===== src/rtl/seq_divider_pkg.sv =====
// seq_divider_pkg: shared constants and FSM/condition types for the sequential divider
package seq_divider_pkg;
  localparam int DW_DEF = 8;
  function automatic int cnt_w(input int dw);
    return $clog2(dw + 1);
  endfunction
  localparam int CNT_W = cnt_w(DW_DEF);
  typedef enum logic [1:0] {IDLE, CALC, FIX} state_t;
  typedef enum logic [1:0] {C_NORM, C_DBZ, C_OVF} cond_t;
endpackage


===== src/rtl/seq_divider_step.sv =====
// div_step: one restoring step on the shifted partial remainder, yielding the next remainder and quotient bit
module div_step #(
  parameter int DW = 8
) (
  input  logic [DW:0]   pr,
  input  logic [DW-1:0] d,
  output logic [DW-1:0] npr,
  output logic          qb
);
  logic [DW-1:0] diff;
  // keep the trial difference only when the shifted remainder covers the divisor
  always_comb begin
    qb   = pr >= {1'b0, d};
    diff = pr[DW-1:0] - d;
    npr  = qb ? diff : pr[DW-1:0];
  end
endmodule


===== src/rtl/seq_divider.sv =====
// seq_divider: restoring 2*DW/DW divider, one quotient bit per clock; SEQ_DIVIDER_SIGNED_EN selects two's complement operands
module seq_divider
  import seq_divider_pkg::*;
#(
  parameter int DW = DW_DEF
) (
  input  logic            clk,
  input  logic            rst_n,
  input  logic            start,
  input  logic [2*DW-1:0] a,
  input  logic [DW-1:0]   b,
  output logic [DW-1:0]   q,
  output logic [DW-1:0]   r,
  output logic            busy,
  output logic            done,
  output logic            dbz,
  output logic            ovf
);
  localparam int CW = cnt_w(DW);
  state_t          state;
  cond_t           cond;
  logic [CW-1:0]   cnt;
  logic [DW-1:0]   rem, quo, dvs, a_lo;
  logic [2*DW-1:0] a_mag;
  logic [DW-1:0]   b_mag;
  logic [DW-1:0]   nrem;
  logic            qb;
  logic [DW-1:0]   q_fin, r_fin;
  logic            ovf_fin;
  logic            early;

  div_step #(.DW(DW)) u_step (
    .pr  ({rem, quo[DW-1]}),
    .d   (dvs),
    .npr (nrem),
    .qb  (qb)
  );

`ifdef SEQ_DIVIDER_SIGNED_EN
  logic neg_q, neg_r;
  assign a_mag   = a[2*DW-1] ? -a : a;
  assign b_mag   = b[DW-1] ? -b : b;
  assign q_fin   = neg_q ? -quo : quo;
  assign r_fin   = neg_r ? -rem : rem;
  assign ovf_fin = neg_q ? (quo > {1'b1, {(DW-1){1'b0}}}) : quo[DW-1];
  // remember the operand signs so FIX can restore the signs of quotient and remainder
  always_ff @(posedge clk or negedge rst_n)
    if (!rst_n) begin
      neg_q <= 1'b0;
      neg_r <= 1'b0;
    end else if (state == IDLE && start) begin
      neg_q <= a[2*DW-1] ^ b[DW-1];
      neg_r <= a[2*DW-1];
    end
`else
  assign a_mag   = a;
  assign b_mag   = b;
  assign q_fin   = quo;
  assign r_fin   = rem;
  assign ovf_fin = 1'b0;
`endif

  // a zero divisor or an upper half not below the divisor cannot yield a DW-bit quotient
  assign early = (b == '0) || (a_mag[2*DW-1:DW] >= b_mag);

  // control FSM: latch operands, iterate DW restoring steps, then publish results
  always_ff @(posedge clk or negedge rst_n)
    if (!rst_n) begin
      state <= IDLE;
      cond  <= C_NORM;
      cnt   <= '0;
      rem   <= '0;
      quo   <= '0;
      dvs   <= '0;
      a_lo  <= '0;
      q     <= '0;
      r     <= '0;
      busy  <= 1'b0;
      done  <= 1'b0;
      dbz   <= 1'b0;
      ovf   <= 1'b0;
    end else begin
      done <= 1'b0;
      case (state)
        IDLE: if (start) begin
          rem   <= a_mag[2*DW-1:DW];
          quo   <= a_mag[DW-1:0];
          dvs   <= b_mag;
          a_lo  <= a[DW-1:0];
          cnt   <= '0;
          busy  <= 1'b1;
          cond  <= (b == '0) ? C_DBZ : early ? C_OVF : C_NORM;
          state <= early ? FIX : CALC;
        end
        CALC: begin
          rem <= nrem;
          quo <= {quo[DW-2:0], qb};
          cnt <= cnt + 1'b1;
          if (cnt == CW'(DW - 1)) state <= FIX;
        end
        FIX: begin
          busy  <= 1'b0;
          done  <= 1'b1;
          state <= IDLE;
          dbz   <= cond == C_DBZ;
          ovf   <= (cond == C_OVF) || (cond == C_NORM && ovf_fin);
          q     <= (cond != C_NORM || ovf_fin) ? '1 : q_fin;
          r     <= (cond == C_DBZ) ? a_lo : (cond == C_OVF || ovf_fin) ? '0 : r_fin;
        end
        default: state <= IDLE;
      endcase
    end
endmodule


===== config.mk =====
export PLATFORM = sky130hd
export DESIGN_NAME = seq_divider
export DESIGN_NICKNAME = d
export VERILOG_FILES = /design/src/rtl/seq_divider_pkg.sv /design/src/rtl/seq_divider_step.sv /design/src/rtl/seq_divider.sv
export SDC_FILE = /design/constraint.sdc
export NUM_CORES = 1
export LEC_CHECK = 0
export CAP_MARGIN = 0
export CORE_UTILIZATION = 49
export CTS_CLUSTER_DIAMETER = 100
export DETAILED_ROUTE_END_ITERATION = 10
export GPL_TIMING_DRIVEN = 0
export PLACE_DENSITY = 0.75
export REMOVE_ABC_BUFFERS = 1
export SLEW_MARGIN = 20
export SYNTH_ARGS = -nofsm -noshare
export SYNTH_HDL_FRONTEND = slang
export SYNTH_SLANG_ARGS = --single-unit
export TNS_END_PERCENT = 30

===== constraint.sdc =====
create_clock -name clk -period 2 [get_ports clk]
set_clock_uncertainty 0.1 [all_clocks]
set_input_delay 0.2 -clock clk [delete_from_list [all_inputs] [get_ports clk]]
set_output_delay 0.2 -clock clk [all_outputs]
set_load 0.05 [all_outputs]

-- After elaboration in Yosys (flattened, before gate mapping)
Index checks and enable logic that the tools add are counted.
- reductions and logical operators: 10
- eq/ne operators: 7
- muxes and demuxes: 19
- $lt $le $gt $ge: 2
- $add $sub $neg: 2
- operators by type and width (kind ; number):
    $mux W8 ; 6
    $pmux W8 S2 ; 2
    $mux W2 ; 5
    $ge A9 B8 Y1 ; 1
    $ge A8 B8 Y1 ; 1
    $logic_not A8 Y1 ; 1
    $pmux W4 S2 ; 1
    $reduce_and A2 Y1 ; 4
    $sub A8 B8 Y8 ; 1
    $reduce_bool A2 Y1 ; 3
    $add A4 B1 Y4 const B ; 1
    $eq A2 B1 Y1 const B ; 2
    $eq A2 B2 Y1 const B ; 2
    $eq A4 B3 Y1 const B ; 1
    $mux W4 ; 1
    $ne A2 B2 Y1 const B ; 2
    $pmux W2 S2 ; 1
    $logic_not A2 Y1 ; 1
    $mux W1 ; 2
    $pmux W1 S2 ; 1
    $logic_or A1 B1 Y1 ; 1
- word-level logic and storage cells: 53
- input bits: 27
- bits in registers: 60

-- Logic depth before layout (Yosys ltp)
Gate-level depths: netlist of run 1.
- depth after elaboration: 5
- depth in mapped cells: 9

-- Cells and area by module
From an unflattened synthesis of run 1, not the netlist that was laid out.
- cells, all modules: 341
- area, all modules: 3218.1 um^2
- modules (own cells, without submodules) (module ; cells each ; sequential area each (um^2) ; area each (um^2) ; instances):
    seq_divider ; 271 ; 1501.4 ; 2706.3 ; 1
    div_step ; 70 ; 0.0 ; 511.7 ; 1

-- Worst setup path before layout of run 1
OpenSTA, ideal clock, no wires.
- kind: flip-flop to flip-flop
- from: register rem[4], in the netlist r_fin[4]
- to: register rem[1], in the netlist r_fin[1]
- cell stages (with the launch flop): 8
- arrival: 1.792 ns
- buffers on the path: 1
- setup time: 0.087 ns
- setup slack: 0.021 ns
- clock period less this slack: 1.979 ns
- cells stage by stage: dfrtp_1 ha_1 buf_6 and3_1 a221oi_2 o21ai_2 mux2_1 o221ai_2
- word-level cells in the longest chain between the ends: 3
- RTL lines (what ; RTL line ; RTL):
    start: declaration ; seq_divider.sv:23 ; logic [DW-1:0] rem, quo, dvs, a_lo;
    start signal: assignment ; seq_divider.sv:86 ; rem <= a_mag[2*DW-1:DW];
    start signal: assignment ; seq_divider.sv:96 ; rem <= nrem;
    $ge A9 B8 Y1 ; seq_divider_step.sv:13 ; qb = pr >= {1'b0, d};
    $mux W8 ; seq_divider_step.sv:15 ; npr = qb ? diff : pr[DW-1:0];
    $pmux W8 S2 ; seq_divider.sv:84 ; case (state)
No other way between the ends.
A chain may end at the register's enable or synchronous reset.

-- Worst setup path in the final report of run 1
- from: register rem[4], in the netlist r_fin[4]
- to: register rem[4], in the netlist r_fin[4]
The elaborated chain is that of the path after synthesis.

==> results.toml, run 1 <==
[run_status]
status = "complete, but fails checks"
violations = "negative setup slack"

[cells_and_area]
fin_nets = 456
final_cells = 492
most-common-layout-cells = "nand2_1, dfrtp_1, clkdlybuf4s50_1"
n_antenna_cell = 0
final_layout_size_suffix_gt1_frac = 0.1928
final_common_cell = "nand2_1"
area_growth_pct = 33.80

[timing]
timing.final.max_slew_violations = 0
whs_ns = 0.2085
finalSetupViolCount = 4
period_needed_ns = 2.090
fin_crit_sh = 1.045
fin_ws_ns = -0.09015
tightest_slew_ns = 0.9933
rsz0062_at_grt = "yes"
hold_viol_final = 0
finalSetupTns_ns = -0.2066
relSlewSlack = 0.3371
clock.fmax_ghz = 0.4784

[power]
pwr_density_cell_nw_per_um2 = 2079
ir_drop_v = 0.001205
power.total_w = 0.009022
comb_power_share = 0.608
netSwitchingFraction = 0.4343
intPower_w = 0.005104
p_switching_w = 0.003918
clkPwrFrac = 0.133
p_seq_frac = 0.259
p_leak_nw = 1.937

[grt]
grt_pass1_vias = 2754
grt_usage = 0.2433
antenna_found_initial = 0
grt_max_degree = 38
grt_pass1_wl_um = 13220
gr-total-overflow = 0

[place]
io_buffers = 46
dpl.hpwl_um = 5273
dp_slack_ns = -0.7127
post-place-cells = 456
gp_congestion = 0.8590

[detailed_routing]
via_count = 2837
ant_nets = 0
wl_met2_um = 4137
vias_per_cell = 5.766
drcViolationCount = 0
met1Wirelength_um = 3652
wl_per_cell_um = 17.07
highest_layer = "met4"
drt-total-wl_um = 8397
wl_met3_um = 376
drtPass1Iterations = 4
drtIter0Drc = 235

[logic_synthesis]
syn_area_um2 = 3243
yosys_most_used_dff = "dfrtp_1"
synth.avg_cell_area_um2 = 9.293
synth_top_area_frac = 0.4630
yosys.cell_types.count = 53
ys_seq_area_frac = 0.4630
synth_edf_count = 0
synth_top_cells_by_area = "dfrtp_1, nand2_1, ha_1"
postSynth.asyncResetShare = 1.000
yosysWarnings = 0
ys_seq_elements = 60
synth_area_leader_cell = "dfrtp_1"
syn_inst = 349

[clock_tree]
root_buffer = "clkbuf_8"
cts_buffers = 9
clk_latency_ns = 0.34
clockBufferDepth = 2
h-tree-depth = 3
cts_sinks = 60
clk_pin_slew_worst_paths_ns = 0.07
cts_tree = "yes"

[die]
initial_utilization = 0.5078
ios = 47
dieHeight_um = 83.36
die_w_um = 83.36
coreArea_um2 = 6386
die_area_um2 = 6948
rows = 29

[critical_path]
cp_max_fo = 5
worst-r2r-setup-slack_ns = -0.09
reg2regPathDepth = 7
critPathCaptureType = "flip-flop"
critical_path_class = "flip-flop to flip-flop"
crit_required_ns = 2.07
worstReg2RegStart = "r_fin[4]$_DFFE_PN0P_"
worstSetupStartpointType = "flip-flop"
rr_endpoint = "r_fin[4]$_DFFE_PN0P_"
crit_arrival_ns = 2.16

[hold_path]
hold_path_class = "input pin to asynchronous set/reset pin"

[job]
drv_cap = 0
==> through the flow <==
| stage | utilization | cell area, um2 |
|---|---|---|
| 4_1_cts | 0.6518 | 4163 |
| 3_5_place_dp | 0.5868 | 3747 |
| 5_1_grt | 0.6795 | 4339 |
| 2_1_floorplan | - | 3167 |
| 3_3_place_gp | 0.5831 | 3724 |
| 6_report | 0.6795 | 4339 |
==> power by group through the flow <==
stage	sequential (W)	clock, W	combinational, W
2_1_floorplan	0.00287	0	0.00238
3_3_place_gp	0.00229	0	0.00396
3_5_place_dp	0.00232	0	0.00408
4_1_cts	0.00230	0.00121	0.00471
5_1_grt	0.00241	0.00128	0.00586
6_report	0.00234	0.00120	0.00548
==> cells in the mapped netlist (2+ instances only) <==
cell type  instances
and3b_1            7
o221ai_1           4
nand2_1           71
a221oi_1           9
o221ai_2           2
mux2i_1            5
inv_1             21
nand4_1            2
nor2b_1            6
nor2_1            28
o22a_1             8
ha_1              17
a31oi_1            3
nand3_1            4
a22o_1             4
a21o_1             3
a211oi_1           2
o21ai_0           22
nand2b_1           6
mux2_1             2
a31o_1             2
dfrtp_1           60
o21a_1             3
clkbuf_1          12
xnor2_1            3
o21ai_1            3
buf_1              2
a21oi_1           13
==> critical path, stage by stage (launching register included) <==
cell,delay [ns]
dfrtp_2,0.44
ha_4,0.28
and3_4,0.21
nand3_2,0.10
o21ai_4,0.30
buf_6,0.16
mux2i_1,0.19
o221ai_1,0.14
==> sequential cells by signal (all words and copies together) (netlist names), 4 cells and up <==
register and cells:
dvs 8, r_fin 8, q 8, q_fin 8, a_lo 8, r 8, cnt 4
==> cell type report <==
| cell class | instances | area [um2] |
|---|---|---|
| flip-flops and latches | 60 | 1513 |
| fillers | 484 | 2047 |
| multi-input cells | 250 | 1757 |
| clock buffers | 11 | 141.4 |
| inverters | 22 | 83.83 |
| clock inverters | 4 | 73.82 |
| well taps | 77 | 96.34 |
| repair buffers | 68 | 674.4 |
==> kinds of logic after synthesis <==
group,after synthesis,synth area share
AOI/OAI and AO/OA,88,0.1944
xor gates and xnor gates,3,0.008103
adders and majority gates,18,0.07176
buffers and inverters,39,0.04900
DFF,60,0.4630
muxes,8,0.02585
and+or+nand+nor,133,0.1879
==> layer usage <==
metal,vias up,global-route usage
met4,0,0.1238
met2,89,0.3882
met3,22,0.03976
li1,1347,-
met5,-,0
met1,1379,0.3207
==> timing repair <==
item,in CTS,in global routing
buffers inserted,10,9
gates cloned,0,1
endpoints found under the setup margin,39,40
gates resized for setup,26,20
endpoints found under the hold margin,38,0
hold buffers,1,0
pin swaps,4,9
==> worst max-delay path by stage <==
stage                                    start                   end  slack [ns]  cells after the start
after floorplan           r_fin[4]$_DFFE_PN0P_  r_fin[1]$_DFFE_PN0P_       -0.13                      6
after global placement                   rst_n       dbz$_DFFE_PN0P_       -1.25                      1
after detailed placement  state[0]$_DFFE_PN0P_      q[1]$_DFFE_PN0P_       -0.71                      4
after CTS                 r_fin[4]$_DFFE_PN0P_  r_fin[4]$_DFFE_PN0P_       -0.07                      7
after global routing      q_fin[7]$_DFFE_PN0P_  r_fin[6]$_DFFE_PN0P_       -0.16                      8
final                     r_fin[4]$_DFFE_PN0P_  r_fin[4]$_DFFE_PN0P_       -0.09                      7
Note: power is estimated with default switching activity, not from simulation.
==> run 2: changes to the inputs <==
--- a/config.mk
+++ b/config.mk
@@ -15,5 +15,6 @@
 export SLEW_MARGIN = 20
 export SYNTH_ARGS = -nofsm -noshare
 export SYNTH_HDL_FRONTEND = slang
+export SYNTH_HIERARCHICAL = 1
 export SYNTH_SLANG_ARGS = --single-unit
 export TNS_END_PERCENT = 30
==> run 2 against run 1 <==
- the run still ends with negative setup slack left
- total power fell by 1.6%
- non-clock buffer count fell by 5
- via count fell by 5.2%
- area after synthesis fell by 0.77%
- hold slack got worse by 0.064 ns
- worst setup slack got worse by 0.36 ns
- global-route usage fell by 0.50 points
- flip-flop and latch count did not move
- largest power group unchanged
- highest routed layer unchanged
==> results.toml, run 2 <==
[place]
io_buffers = 46
dp_slack_ns = -0.5594
dpl.hpwl_um = 4954
gp_congestion = 0.8114

[cells_and_area]
fin_nets = 449
final_common_cell = "nand2_1"
area_growth_pct = 32.47
most-common-layout-cells = "nand2_1, dfrtp_1, clkdlybuf4s50_1"
final_util = 0.6713
final_layout_size_suffix_gt1_frac = 0.1883
n_antenna_cell = 0

[critical_path]
cp_max_fo = 2
worstSetupStartpointType = "flip-flop"
crit_required_ns = 2.14
critical_path_class = "flip-flop to flip-flop"
crit_arrival_ns = 2.59
critPathCaptureType = "flip-flop"

[power]
pwr_density_cell_nw_per_um2 = 2082
ir_drop_v = 0.001190
p_leak_nw = 1.969

[logic_synthesis]
synth_fa_ha_area_frac = 0.07232
yosysWarnings = 6
synth_top_area_frac = 0.4666
synth_area_leader_cell = "dfrtp_1"
yosys_most_used_dff = "dfrtp_1"
syn_area_um2 = 3218
postSynth.asyncResetShare = 1.000
synth.most_common_cell = "nand2_1"
yosys.cell_types.count = 48
muxShareOfSynthArea = 0.05443
synth_simple_gate_area_share = 0.1991
ys_seq_area_frac = 0.4666
synth_top_cells_by_area = "dfrtp_1, nand2_1, ha_1"
synth_edf_count = 0
synth-xor-area-share = 0.008165
ys_seq_elements = 60
synth_compound_area_frac = 0.1485
synthTopCellsByCount = "nand2_1, dfrtp_1, nor2_1"
synth_top_family_by_area = "simple AND/OR/NAND/NOR gates"
syn_inst = 341
synth.avg_cell_area_um2 = 9.437

[detailed_routing]
drcViolationCount = 0
vias_per_cell = 5.533
wl_per_cell_um = 15.85
drtPass1Iterations = 4
ant_nets = 0
drtIter0Drc = 160
via_count = 2689
drt-total-wl_um = 7701

[grt]
grt_pass1_vias = 2643
grtUsageMet1 = 0.3206
grt.busiest_layer = "met2"
gr-total-overflow = 0
grt_pass1_wl_um = 12830
gr-usage-met2 = 0.3711
grt_usage = 0.2384
use_met3 = 0.05567
antenna_found_initial = 0
grt_max_degree = 47

[clock_tree]
cts_buffers = 9
clockBufferDepth = 2
root_buffer = "clkbuf_8"
h-tree-depth = 3
cts_sinks = 60
clk_pin_slew_worst_paths_ns = 0.08
clk_latency_ns = 0.35
cts_tree = "yes"

[die]
ios = 47
coreArea_um2 = 6350
rows = 29
dieHeight_um = 83.04
die_area_um2 = 6896
die_w_um = 83.04
initial_utilization = 0.5068

[timing]
relSlewSlack = 0.2943
finalSetupViolCount = 20
tightest_slew_ns = 1.057
rsz0062_at_grt = "yes"
fin_ws_ns = -0.4452
fin_crit_sh = 1.223
period_needed_ns = 2.445
clock.fmax_ghz = 0.4090
hold_viol_final = 0
timing.final.max_slew_violations = 0

[run_status]
violations = "negative setup slack"
status = "complete, but fails checks"

[hold_path]
hold_path_class = "input pin to asynchronous set/reset pin"

[job]
drv_cap = 0
## run 2: cell types whose count changed after synthesis, sizes merged, moves of 6 or more
cell and change:
a21oi -7, mux2 +9, clkbuf -11, o221ai -6, buf +6, and3b -7
o21ai -10, nand2 +14, a22oi +8, nand3 +9
## run 2: repair_timing
action,CTS,global route
endpoints found under the setup margin,18,38
buffers inserted,10,5
hold endpoints to repair,60,0
pin swaps,7,17
hold buffers,1,0
gates resized for setup,19,11
cloned,0,1
## run 2: final cells by class
| cell class | count | area (um2) |
|---|---|---|
| clock buffers | 9 | 123.9 |
| clock inverters | 7 | 146.4 |
| fillers | 475 | 2087 |
| inverters | 24 | 93.84 |
| multi-input cells | 245 | 1674 |
| flip-flops and latches | 60 | 1505 |
| well taps | 77 | 96.34 |
| repair buffers | 63 | 615.6 |
| repair inverters | 1 | 7.507 |
## run 2: power by group
group / internal [W] / leakage (nW) / switching, W / total (W)
registers: 0.00181 / 0.712 / 0.000509 / 0.00232
clock network: 0.000962 / 0.134 / 0.000525 / 0.00149
logic: 0.00236 / 1.12 / 0.00271 / 0.00507
total: 0.00513 / 1.97 / 0.00375 / 0.00887
## run 2: logic make-up after synthesis
logic type,count (synthesis)
buf+inv,36
compound gates,64
xor+xnor,3
fa+ha+maj,18
flops,60
simple gates,144
mux,16
## run 2: worst paths after layout
| check | startpoint | slack [ns] | cells after the start | to |
|---|---|---|---|---|
| setup / recovery | q_fin[7]$_DFFE_PN0P_ | -0.45 | 10 | r_fin[6]$_DFFE_PN0P_ |
| hold / removal | rst_n | 0.14 | 2 | q[7]$_DFFE_PN0P_ |
| setup reg to reg | q_fin[7]$_DFFE_PN0P_ | -0.45 | 10 | r_fin[6]$_DFFE_PN0P_ |
| hold reg to reg | dbz$_DFFE_PN0P_ | 0.37 | 2 | dbz$_DFFE_PN0P_ |
| max in group asynchronous | rst_n | 1.16 | 3 | state[1]$_DFFE_PN0P_ |
| min in group clk | a[6] | 0.32 | 3 | a_lo[6]$_DFFE_PN0P_ |
## run 2: worst max-delay path, cell delays in order, from the launching register on
cell and delay (ns):
dfrtp_1 0.39, inv_2 0.07, ha_4 0.16, fa_2 0.34
nor2b_2 0.13, o31a_1 0.22, mux2i_1 0.24, o2111ai_1 0.15
mux2_4 0.29, a22oi_2 0.16, nand2_1 0.07
## run 2: per-layer routing
layer | vias to the layer above | routed length, um
li1 | 1304 | -
met1 | 1292 | 3436
met2 | 76 | 3738
met3 | 17 | 328
met4 | 0 | 197
met5 | - | 0
## run 2: stage by stage
step           hold slack (ns)  instance area (um2)  total power [W]  instances  setup TNS (ns)
2_1_floorplan          -0.1956                 3144         0.005364        329          -1.111
3_3_place_gp            0.3560                 3701         0.006320        452          -80.69
3_5_place_dp          -0.02632                 3726         0.006452        453          -8.029
4_1_cts                 0.1421                 4188         0.008542        480          -2.290
5_1_grt                 0.1462                 4263         0.009483        486          -5.859
6_report                0.1442                 4263         0.008875        486          -2.561
